**config.mk**
```make
export PLATFORM = sky130hd
export DESIGN_NAME = wrr_vc_arbiter_flat
export DESIGN_NICKNAME = d
export VERILOG_FILES = /design/src/rtl/qos_pkg.sv /design/src/rtl/wrr_vc_arbiter_if.sv /design/src/rtl/rr_pick.sv /design/src/rtl/wrr_vc_arbiter.sv /design/src/flat_wrapper.sv
export SDC_FILE = /design/constraint.sdc
export NUM_CORES = 1
export LEC_CHECK = 0
export ABC_AREA = 1
export CELL_PAD_IN_SITES_DETAIL_PLACEMENT = 0
export CELL_PAD_IN_SITES_GLOBAL_PLACEMENT = 1
export CORE_ASPECT_RATIO = 2
export CORE_MARGIN = 2
export CORE_UTILIZATION = 30
export DETAILED_ROUTE_END_ITERATION = 10
export GPL_TIMING_DRIVEN = 0
export PLACE_DENSITY = 0.86
export SLEW_MARGIN = 20
export SYNTH_ARGS = -nofsm -noshare
export SYNTH_HDL_FRONTEND = slang
export SYNTH_SLANG_ARGS = --single-unit
export TNS_END_PERCENT = 50
```
**constraint.sdc**
```tcl
create_clock -name clk -period 2.1 [get_ports clk]
set_input_delay 0.42 -clock clk [delete_from_list [all_inputs] [get_ports clk]]
set_output_delay 0.42 -clock clk [all_outputs]
set_load 0.01 [all_outputs]
```
**src/rtl/qos_pkg.sv**
```systemverilog
// Shared constants and mode encoding for the four-VC QoS arbiter.
package qos_pkg;

   localparam int unsigned NUM_VC = 4;
   localparam int unsigned SLOTS  = 16;
   localparam int unsigned VC_W   = 2;
   localparam int unsigned SLOT_W = $clog2(SLOTS);
   localparam int unsigned TBL_W  = SLOTS * VC_W;
   localparam int unsigned CNT_W  = 16;

   typedef enum logic [1:0] {
      MODE_STRICT = 2'd0,
      MODE_RR     = 2'd1,
      MODE_WRR    = 2'd2,
      MODE_BURST  = 2'd3
   } mode_e;

endpackage

```
**src/rtl/wrr_vc_arbiter_if.sv**
```systemverilog
// Control, request and grant bundle between the QoS control block and the arbiter.
// Carries gnt_count only when GNT_COUNT_EN is defined.
interface wrr_vc_arbiter_if;
   import qos_pkg::*;

   logic                    enb;
   logic [1:0]              sel;
   logic [TBL_W-1:0]        wrr_table;
   logic [1:0]              weight;
   logic [NUM_VC-1:0]       req;
   logic                    out_ready;
   logic [NUM_VC-1:0]       gnt;
   logic                    valid_out;
   logic [VC_W-1:0]         gnt_vc;
`ifdef GNT_COUNT_EN
   logic [NUM_VC*CNT_W-1:0] gnt_count;
`endif

   modport master (
      output enb, sel, wrr_table, weight, req, out_ready,
`ifdef GNT_COUNT_EN
      input  gnt_count,
`endif
      input  gnt, valid_out, gnt_vc
   );

   modport slave (
      input  enb, sel, wrr_table, weight, req, out_ready,
`ifdef GNT_COUNT_EN
      output gnt_count,
`endif
      output gnt, valid_out, gnt_vc
   );

endinterface

```
**src/rtl/rr_pick.sv**
```systemverilog
// Rotating-priority picker: first requester at or after i_start, wrapping 3->0.
module rr_pick
   import qos_pkg::*;
(
   input  logic [NUM_VC-1:0] i_req,
   input  logic [VC_W-1:0]   i_start,
   output logic [VC_W-1:0]   o_vc_c,
   output logic              o_found_c
);

   always_comb begin
      logic [VC_W-1:0] w_idx;
      o_vc_c    = '0;
      o_found_c = 1'b0;
      w_idx     = '0;
      for (int unsigned i = 0; i < NUM_VC; i++) begin
         w_idx = VC_W'(i_start + VC_W'(i));
         if (!o_found_c && i_req[w_idx]) begin
            o_found_c = 1'b1;
            o_vc_c    = w_idx;
         end
      end
   end

endmodule

```
**src/rtl/wrr_vc_arbiter.sv**
```systemverilog
// Four-VC pop arbiter: strict, round-robin, table WRR and burst RR modes.
// Optional per-VC saturating grant counters under GNT_COUNT_EN.
module wrr_vc_arbiter
   import qos_pkg::*;
(
   input  logic             clk,
   input  logic             reset_L,
   wrr_vc_arbiter_if.slave  bus
);

   logic [NUM_VC-1:0] r_gnt;
   logic              r_valid;
   logic [VC_W-1:0]   r_gnt_vc;
   logic [VC_W-1:0]   r_rr_ptr;
   logic [SLOT_W-1:0] r_slot_ptr;
   logic [1:0]        r_burst_cnt;
   logic [VC_W-1:0]   r_last_vc;

   logic [NUM_VC-1:0] w_gnt_nxt;
   logic              w_valid_nxt;
   logic [VC_W-1:0]   w_gnt_vc_nxt;
   logic [VC_W-1:0]   w_rr_ptr_nxt;
   logic [SLOT_W-1:0] w_slot_ptr_nxt;
   logic [1:0]        w_burst_nxt;
   logic [VC_W-1:0]   w_last_vc_nxt;

   mode_e             w_mode;
   logic [VC_W-1:0]   w_pick_start;
   logic [VC_W-1:0]   w_pick_vc;
   logic              w_pick_found;
   logic [VC_W-1:0]   w_cand;
   logic              w_grant;
   logic [VC_W-1:0]   w_win;

   assign w_mode       = mode_e'(bus.sel);
   assign w_pick_start = (w_mode == MODE_STRICT) ? '0 : r_rr_ptr;
   assign w_cand       = bus.wrr_table[{r_slot_ptr, 1'b0} +: VC_W];

   rr_pick u_pick (
      .i_req     (bus.req),
      .i_start   (w_pick_start),
      .o_vc_c    (w_pick_vc),
      .o_found_c (w_pick_found)
   );

   // Winner selection and next pointer/burst state for one enabled cycle.
   always_comb begin
      w_gnt_nxt      = '0;
      w_valid_nxt    = 1'b0;
      w_gnt_vc_nxt   = '0;
      w_rr_ptr_nxt   = r_rr_ptr;
      w_slot_ptr_nxt = r_slot_ptr;
      w_burst_nxt    = r_burst_cnt;
      w_last_vc_nxt  = r_last_vc;
      w_grant        = 1'b0;
      w_win          = '0;

      if (bus.enb && bus.out_ready) begin
         case (w_mode)
            MODE_STRICT: begin
               w_grant     = w_pick_found;
               w_win       = w_pick_vc;
               w_burst_nxt = '0;
            end
            MODE_RR: begin
               w_grant     = w_pick_found;
               w_win       = w_pick_vc;
               w_burst_nxt = '0;
               if (w_pick_found) w_rr_ptr_nxt = VC_W'(w_pick_vc + 1'b1);
            end
            MODE_WRR: begin
               w_grant        = bus.req[w_cand];
               w_win          = w_cand;
               w_burst_nxt    = '0;
               w_slot_ptr_nxt = SLOT_W'(r_slot_ptr + 1'b1);
            end
            MODE_BURST: begin
               // Continue the current burst only while its VC keeps requesting.
               if (r_burst_cnt != '0 && bus.req[r_last_vc]) begin
                  w_grant     = 1'b1;
                  w_win       = r_last_vc;
                  w_burst_nxt = 2'(r_burst_cnt - 1'b1);
               end else begin
                  w_grant     = w_pick_found;
                  w_win       = w_pick_vc;
                  w_burst_nxt = w_pick_found ? bus.weight : '0;
                  if (w_pick_found) w_rr_ptr_nxt = VC_W'(w_pick_vc + 1'b1);
               end
            end
            default: ;
         endcase

         if (w_grant) begin
            w_gnt_nxt     = NUM_VC'(1) << w_win;
            w_valid_nxt   = 1'b1;
            w_gnt_vc_nxt  = w_win;
            w_last_vc_nxt = w_win;
         end
      end
   end

   always_ff @(posedge clk) begin
      if (!reset_L) begin
         r_gnt       <= '0;
         r_valid     <= 1'b0;
         r_gnt_vc    <= '0;
         r_rr_ptr    <= '0;
         r_slot_ptr  <= '0;
         r_burst_cnt <= '0;
         r_last_vc   <= '0;
      end else begin
         r_gnt       <= w_gnt_nxt;
         r_valid     <= w_valid_nxt;
         r_gnt_vc    <= w_gnt_vc_nxt;
         r_rr_ptr    <= w_rr_ptr_nxt;
         r_slot_ptr  <= w_slot_ptr_nxt;
         r_burst_cnt <= w_burst_nxt;
         r_last_vc   <= w_last_vc_nxt;
      end
   end

   assign bus.gnt       = r_gnt;
   assign bus.valid_out = r_valid;
   assign bus.gnt_vc    = r_gnt_vc;

`ifdef GNT_COUNT_EN
   logic [NUM_VC*CNT_W-1:0] r_gnt_count;

   // Count grants as they are registered; each counter sticks at all-ones.
   always_ff @(posedge clk) begin
      if (!reset_L) begin
         r_gnt_count <= '0;
      end else begin
         for (int unsigned k = 0; k < NUM_VC; k++) begin
            if (w_gnt_nxt[k] && r_gnt_count[k*CNT_W +: CNT_W] != '1)
               r_gnt_count[k*CNT_W +: CNT_W] <= CNT_W'(r_gnt_count[k*CNT_W +: CNT_W] + 1'b1);
         end
      end
   end

   assign bus.gnt_count = r_gnt_count;
`endif

endmodule

```
**src/flat_wrapper.sv**
```systemverilog
// flat-port wrapper written by rule: the top's interface ports become plain ports
module wrr_vc_arbiter_flat import qos_pkg::*;
  (clk, reset_L, bus_enb, bus_sel, bus_wrr_table, bus_weight, bus_req, bus_out_ready, bus_gnt, bus_valid_out, bus_gnt_vc);
  wrr_vc_arbiter_if bus_i ();
  input  logic clk;
  input  logic reset_L;
  input wire logic [$bits(bus_i.enb)-1:0] bus_enb;
  input wire logic [$bits(bus_i.sel)-1:0] bus_sel;
  input wire logic [$bits(bus_i.wrr_table)-1:0] bus_wrr_table;
  input wire logic [$bits(bus_i.weight)-1:0] bus_weight;
  input wire logic [$bits(bus_i.req)-1:0] bus_req;
  input wire logic [$bits(bus_i.out_ready)-1:0] bus_out_ready;
  output wire logic [$bits(bus_i.gnt)-1:0] bus_gnt;
  output wire logic [$bits(bus_i.valid_out)-1:0] bus_valid_out;
  output wire logic [$bits(bus_i.gnt_vc)-1:0] bus_gnt_vc;
  assign bus_i.enb = bus_enb;
  assign bus_i.sel = bus_sel;
  assign bus_i.wrr_table = bus_wrr_table;
  assign bus_i.weight = bus_weight;
  assign bus_i.req = bus_req;
  assign bus_i.out_ready = bus_out_ready;
  assign bus_gnt = bus_i.gnt;
  assign bus_valid_out = bus_i.valid_out;
  assign bus_gnt_vc = bus_i.gnt_vc;
  wrr_vc_arbiter u_core (.clk(clk), .reset_L(reset_L), .bus(bus_i));
endmodule
```
Yosys cells after proc, flatten, opt, wreduce, memory -nomap -nowiden --
Cells that the tools add are included.
Word-level totals: flip-flop bits (word level) 17, output and inout bits 7, word-level logic and storage cells 77
Cells by class: add/subtract/negate cells 6, magnitude comparators 6, equality and inequality tests 4, shift operators 2, mux-type cells 34, reduce and logical (&&, ||, !) cells 18
Operator list (count):
- indexed part select 32 x 6 -> 2 bit | 1
- two-way mux 2 bit | 11
- less-than comparator 2 x 3 -> 1 bit, second input constant | 6
- two-way mux 1 bit | 13
- binary-select mux 1 bit (select 2 bit) | 6
- one-hot mux 2 bit (2 select lines) | 2
- one-hot mux 2 bit (3 select lines) | 1
- AND reduction 2 bit | 3
- AND reduction 3 bit | 2
- logical AND 1 bit | 5
- adder 2 x 1 -> 2 bit, second input constant | 2
- adder 2 bit, second input constant | 2
- adder 4 x 1 -> 4 bit, second input constant | 1
- == test 2 bit, second input constant | 2
- nonzero test 2 bit | 2
- << shifter 1 x 2 -> 4 bit, first input constant | 1
- zero test 1 bit | 3
- one-hot mux 1 bit (3 select lines) | 1
- OR reduction 3 bit | 1
- == test 2 x 1 -> 1 bit, second input constant | 1
- zero test 2 bit | 1
- inequality test 2 bit, second input constant | 1
- OR reduction 2 bit | 1
- subtractor 2 x 1 -> 2 bit, second input constant | 1

Depth between registers and ports, before layout --
depth in word-level cells 18, gate-level depth with buffers 16, depth with buffers taken out 16

Modules after synthesis --
From an unflattened synthesis, not the netlist that was laid out.
Unflattened totals: cell total of the unflattened synthesis 270, area total of the unflattened synthesis 1655.3 um^2
By module, submodules not included:
- wrr_vc_arbiter | times used 1, cells each 211, area each 1336.3 um^2
- rr_pick | times used 1, cells each 59, area each 319.1 um^2

Worst setup path after synthesis --
Ideal clock, no wire load.
path kind register to register, start point register u_core.r_slot_ptr[0], end point register u_core.r_last_vc[0], arrival 1.580 ns, data required time 1.984 ns, path slack 0.404 ns, stages on the path, launching flop included 16, clock period less this slack 1.696 ns, cell sequence dfxtp_1 -> buf_2 -> buf_2 -> nand2_1 -> nand3_1 -> nand3_1 -> nand3_1 -> nand2_1 -> nand2_1 -> nand3_1 -> nand2_1 -> nand2_1 -> nand3_2 -> clkinv_2 -> nand2_2 -> nand2_1
On the way: word-level cells in the longest chain between the ends 6, elaborated cells between the ends (all ways) 8
RTL lines:
- start, declared | RTL line wrr_vc_arbiter.sv:15 | logic [SLOT_W-1:0] r_slot_ptr;
- start signal, assigned | RTL line wrr_vc_arbiter.sv:116 | r_slot_ptr <= w_slot_ptr_nxt;
- indexed part select 32 x 6 -> 2 bit (*) | RTL line wrr_vc_arbiter.sv:37 | assign w_cand = bus.wrr_table[{r_slot_ptr, 1'b0} +: VC_W];
- binary-select mux 1 bit (select 2 bit) | RTL line wrr_vc_arbiter.sv:72 | w_grant = bus.req[w_cand];
- two-way mux 1 bit (implied by the code) | RTL line wrr_vc_arbiter.sv:72
- one-hot mux 1 bit (3 select lines) | RTL line wrr_vc_arbiter.sv:59 | case (w_mode)
- two-way mux 1 bit | RTL line wrr_vc_arbiter.sv:58 | if (bus.enb && bus.out_ready) begin
- AND reduction 2 bit (no line)
- end signal, assigned | RTL line wrr_vc_arbiter.sv:118 | r_last_vc <= w_last_vc_nxt;
- end, declared | RTL line wrr_vc_arbiter.sv:17 | logic [VC_W-1:0] r_last_vc;
Mark *: on every way between the ends. The rest lies on a longest branch, timed or not. The select of a mux whose other input is x is not followed. A chain may end at the register's enable or synchronous reset.

Final worst setup path --
start point input port bus_wrr_table[16], end point register u_core.r_last_vc[0]
On the way: word-level cells in the longest chain between the ends 6, elaborated cells between the ends (all ways) 8
RTL lines:
- start, declared | RTL line flat_wrapper.sv:9 | input wire logic [$bits(bus_i.wrr_table)-1:0] bus_wrr_table;
- indexed part select 32 x 6 -> 2 bit (*) | RTL line wrr_vc_arbiter.sv:37
- binary-select mux 1 bit (select 2 bit) | RTL line wrr_vc_arbiter.sv:72
- two-way mux 1 bit (implied by the code) | RTL line wrr_vc_arbiter.sv:72
- one-hot mux 1 bit (3 select lines) | RTL line wrr_vc_arbiter.sv:59
- two-way mux 1 bit | RTL line wrr_vc_arbiter.sv:58
- AND reduction 2 bit (no line)
Marked as above.

==> flow_summary_export.csv <==
group,metric,value,unit
status,outcome,"finished clean",
synth,synth-edff-count,0,
synth,synth-xor-area-share,0.00559,
power,p_leak,1.11,nW
synth,synthFlopType,"dfxtp_1",
setup_path,worstSetupStartpointType,"input pin",
timing,max_freq,515,MHz
timing,grt_setup_unrepaired,"false",
cts,clock_sinks,17,
setup_path,crit_top_cell,"nand2_1",
setup_path,cp_max_fo,4,
detailed_routing,drtIter0Drc,26,
timing,max-slew-margin-rel,0.794,
synth,postSynthRegisterBits,17,
synth,ys_async_sr_fraction,0,
synth,synth.net_count,318,
setup_path,crit_path_end_kind,"register",
power,powerDensity,418,nW/um2
global_route,grtUsageTotal,0.177,
floorplan,fp.dieW,55.1,um
global_route,grt_max_degree,11,
synth,synth_area,1570,um2
global_route,antenna_found_initial,0,
detailed_routing,dr_total_vias,1847,
final_layout,diodes,0,
timing,period_share,0.924,
synth,synth_top_family_by_area,"simple AND/OR/NAND/NOR gates",
setup_path,critPathKind,"in2reg",
cts,numCtsBuffers,3,
synth,synthAdderAreaFrac,0.0160,
cts,postCtsHoldBufs,0,
setup_path,required,2250,ps
timing,whs,465,ps
floorplan,initial_core_util,0.308,
synth,synth-simple-area-share,0.562,
timing,hold_viol_final,0,
detailed_routing,routedWlPerCell,12.2,um
timing,setup_viol,0,
placed_design,portBuffers,50,
setup_path,cpPeakStageDelay,380,ps
synth,synth_compound_area_frac,0.0823,
synth,synth_seq_area_share,0.217,
synth,ys_types,30,
setup_path,cp_slowest_cell,"clkdlybuf4s50_1",
synth,syn_area_per_cell,5.76,um2
power,peakVddDrop,316,uV
setup_path,worstPathCellList,"clkdlybuf4s50_1 -> or2_2 -> nand3_1 -> nand3_1 -> nand3_2 -> nand2_1 -> nand2_1 -> nand3_1 -> nand2_1 -> nand2_1 -> nand3_2 -> clkinv_2 -> nand2_2 -> nand2_1",
detailed_routing,drt_pre_antenna_iters,4,
placed_design,gp_congestion,0.845,
final_layout,layoutNonFillerInstCount,387,
detailed_routing,ant_nets,0,
floorplan,io_pins,51,
timing,worst_pin_slew,309,ps
synth,synth-warning-count,0,
placed_design,placed_cells,380,
worst_hold_path,hold_path.class,"reg2reg",
global_route,globalRouteOverflowTotal,0,
cts,clockBufferDepth,2,
power,power,0.931,mW
cts,cts_htree_levels,1,
synth,muxShareOfSynthArea,0,
cts,cts-root-buf,"clkbuf_8",
timing,slew_violations,0,
timing,timing.final.crit_period,1940,ps
detailed_routing,drt-total-wl,4720,um
final_layout,syn_to_final_growth,42.3,%
final_layout,layout.nets,376,
floorplan,num_rows,37,
setup_path,cp.arrival,2090,ps
cts,cts_tree,"built",
setup_path,rrSetupSlack,190,ps
cts,clkLatencyLatePin,250,ps
floorplan,die_area,5850,um2
global_route,grt_pass1_wl,7710,um
timing,skew,0.835,ps
cts,cts.clk_slew.worst_paths,60,ps
global_route,grt_pass1_vias,1760,
setup_path,path_buf_inv,2,
setup_path,cp_top_family,"simple AND/OR/NAND/NOR gates",
job,maxCapViolations,0,
placed_design,dp_hpwl,3960,um
floorplan,coreArea,5090,um2
synth,postSynthCellCount,272,
detailed_routing,drcViolationCount,0,
detailed_routing,avgViaCountPerCell,4.77,
final_layout,drive_above_1_share,0.158,
floorplan,fp.dieH,106,um
[kinds of logic (layout without fill, tap and decap cells)]
group	count (synthesis)	count (layout)
AOI/OAI and AO/OA	22	22
xor gates and xnor gates	1	1
adders and majority gates	2	2
buffers and inverters	44	101
DFF	17	17
and+or+nand+nor	186	186
[cells in the final DEF (no fill, tap or decap), types with 4 or more instances in the layout]
cell / n
nand3_1: 55
nand2_1: 89
a21oi_1: 12
nor2_1: 10
clkbuf_8: 4
buf_4: 5
clkdlybuf4s50_1: 44
inv_1: 33
o21ai_0: 6
nor2_2: 6
dfxtp_1: 16
nand2_2: 13
inv_2: 4
[metrics by stage]
step                      utilization  setup TNS (ps)  worst slack [ps]  cell area, um2
after global placement          0.420           -5690              -512            2140
after floorplan                     -               0               404            1570
final                           0.438               0               159            2230
after CTS                       0.432               0              2.94            2200
after detailed placement        0.420           -5630              -512            2140
after global routing            0.438               0              10.2            2230
[layer usage]
layer	GRT usage	vias to the layer above	part of all wire
met5	0	-	0
met1	0.155	811	0.33
met3	0.0140	16	0.022
met2	0.353	45	0.61
li1	-	975	-
met4	0.0889	0	0.043
[timing repair]
action,4_1_cts,5_1_grt
pin swaps,3,1
setup buffers,2,1
resized for setup,4,19
endpoints found under the setup margin,12,9
[power breakdown]
group / switching, mW / internal (mW)
logic: 0.186 / 0.162
clock network: 0.109 / 0.132
registers: 0.00901 / 0.334
[cell usage after synthesis, types with 2 or more instances]
library cell / instances / area, um2
nand2_4: 2 / 22.5
nor2_1: 11 / 41.3
nand2_2: 12 / 75.1
nand2_1: 90 / 338
dfxtp_1: 17 / 340
buf_2: 3 / 15.0
nand3_2: 2 / 20.0
o211ai_1: 2 / 15.0
nand3_1: 56 / 280
inv_1: 34 / 128
a21oi_1: 12 / 60.1
ha_1: 2 / 25.0
o21ai_0: 6 / 30.0
inv_2: 3 / 11.3
nor2_2: 5 / 31.3
[tightest hold or removal path, delay by kind of cell (launching register included)]
kind | cells | cell delay, ps
AO/OA/AOI/OAI | 1 | 50
AND/OR/NAND/NOR | 1 | 60
flip-flops | 1 | 310
[path summary, 6_finish.rpt]
path	from	endpoint	cells past startpoint
setup / recovery	bus_wrr_table[16]	u_core.r_last_vc[0]$_SDFFE_PN0P_	14
hold / removal	u_core.r_burst_cnt[0]$_SDFFE_PN0P_	u_core.r_burst_cnt[0]$_SDFFE_PN0P_	2
setup reg to reg	u_core.r_slot_ptr[0]$_SDFFE_PN0P_	u_core.r_last_vc[0]$_SDFFE_PN0P_	15
hold reg to reg	u_core.r_burst_cnt[0]$_SDFFE_PN0P_	u_core.r_burst_cnt[0]$_SDFFE_PN0P_	2
[state kept, by name, summed over array words and instances, names as in the netlist]
signal	flops
u_core.bus.gnt_vc	2
u_core.r_burst_cnt	2
u_core.r_last_vc	2
u_core.r_rr_ptr	2
u_core.bus.gnt	4
u_core.r_slot_ptr	4
u_core.bus.valid_out	1
[area by class of cell]
| type | instances | area, um2 |
|---|---|---|
| sequential | 17 | 342 |
| inverter | 39 | 150 |
| multi-input combinational | 211 | 1050 |
| clock buffer | 3 | 41.3 |
| fill | 567 | 2860 |
| clock inverter | 1 | 5.00 |
| tap | 58 | 72.6 |
| buffer | 5 | 47.5 |
| timing repair buffer | 53 | 519 |
Power figures use the tool's default switching activity.
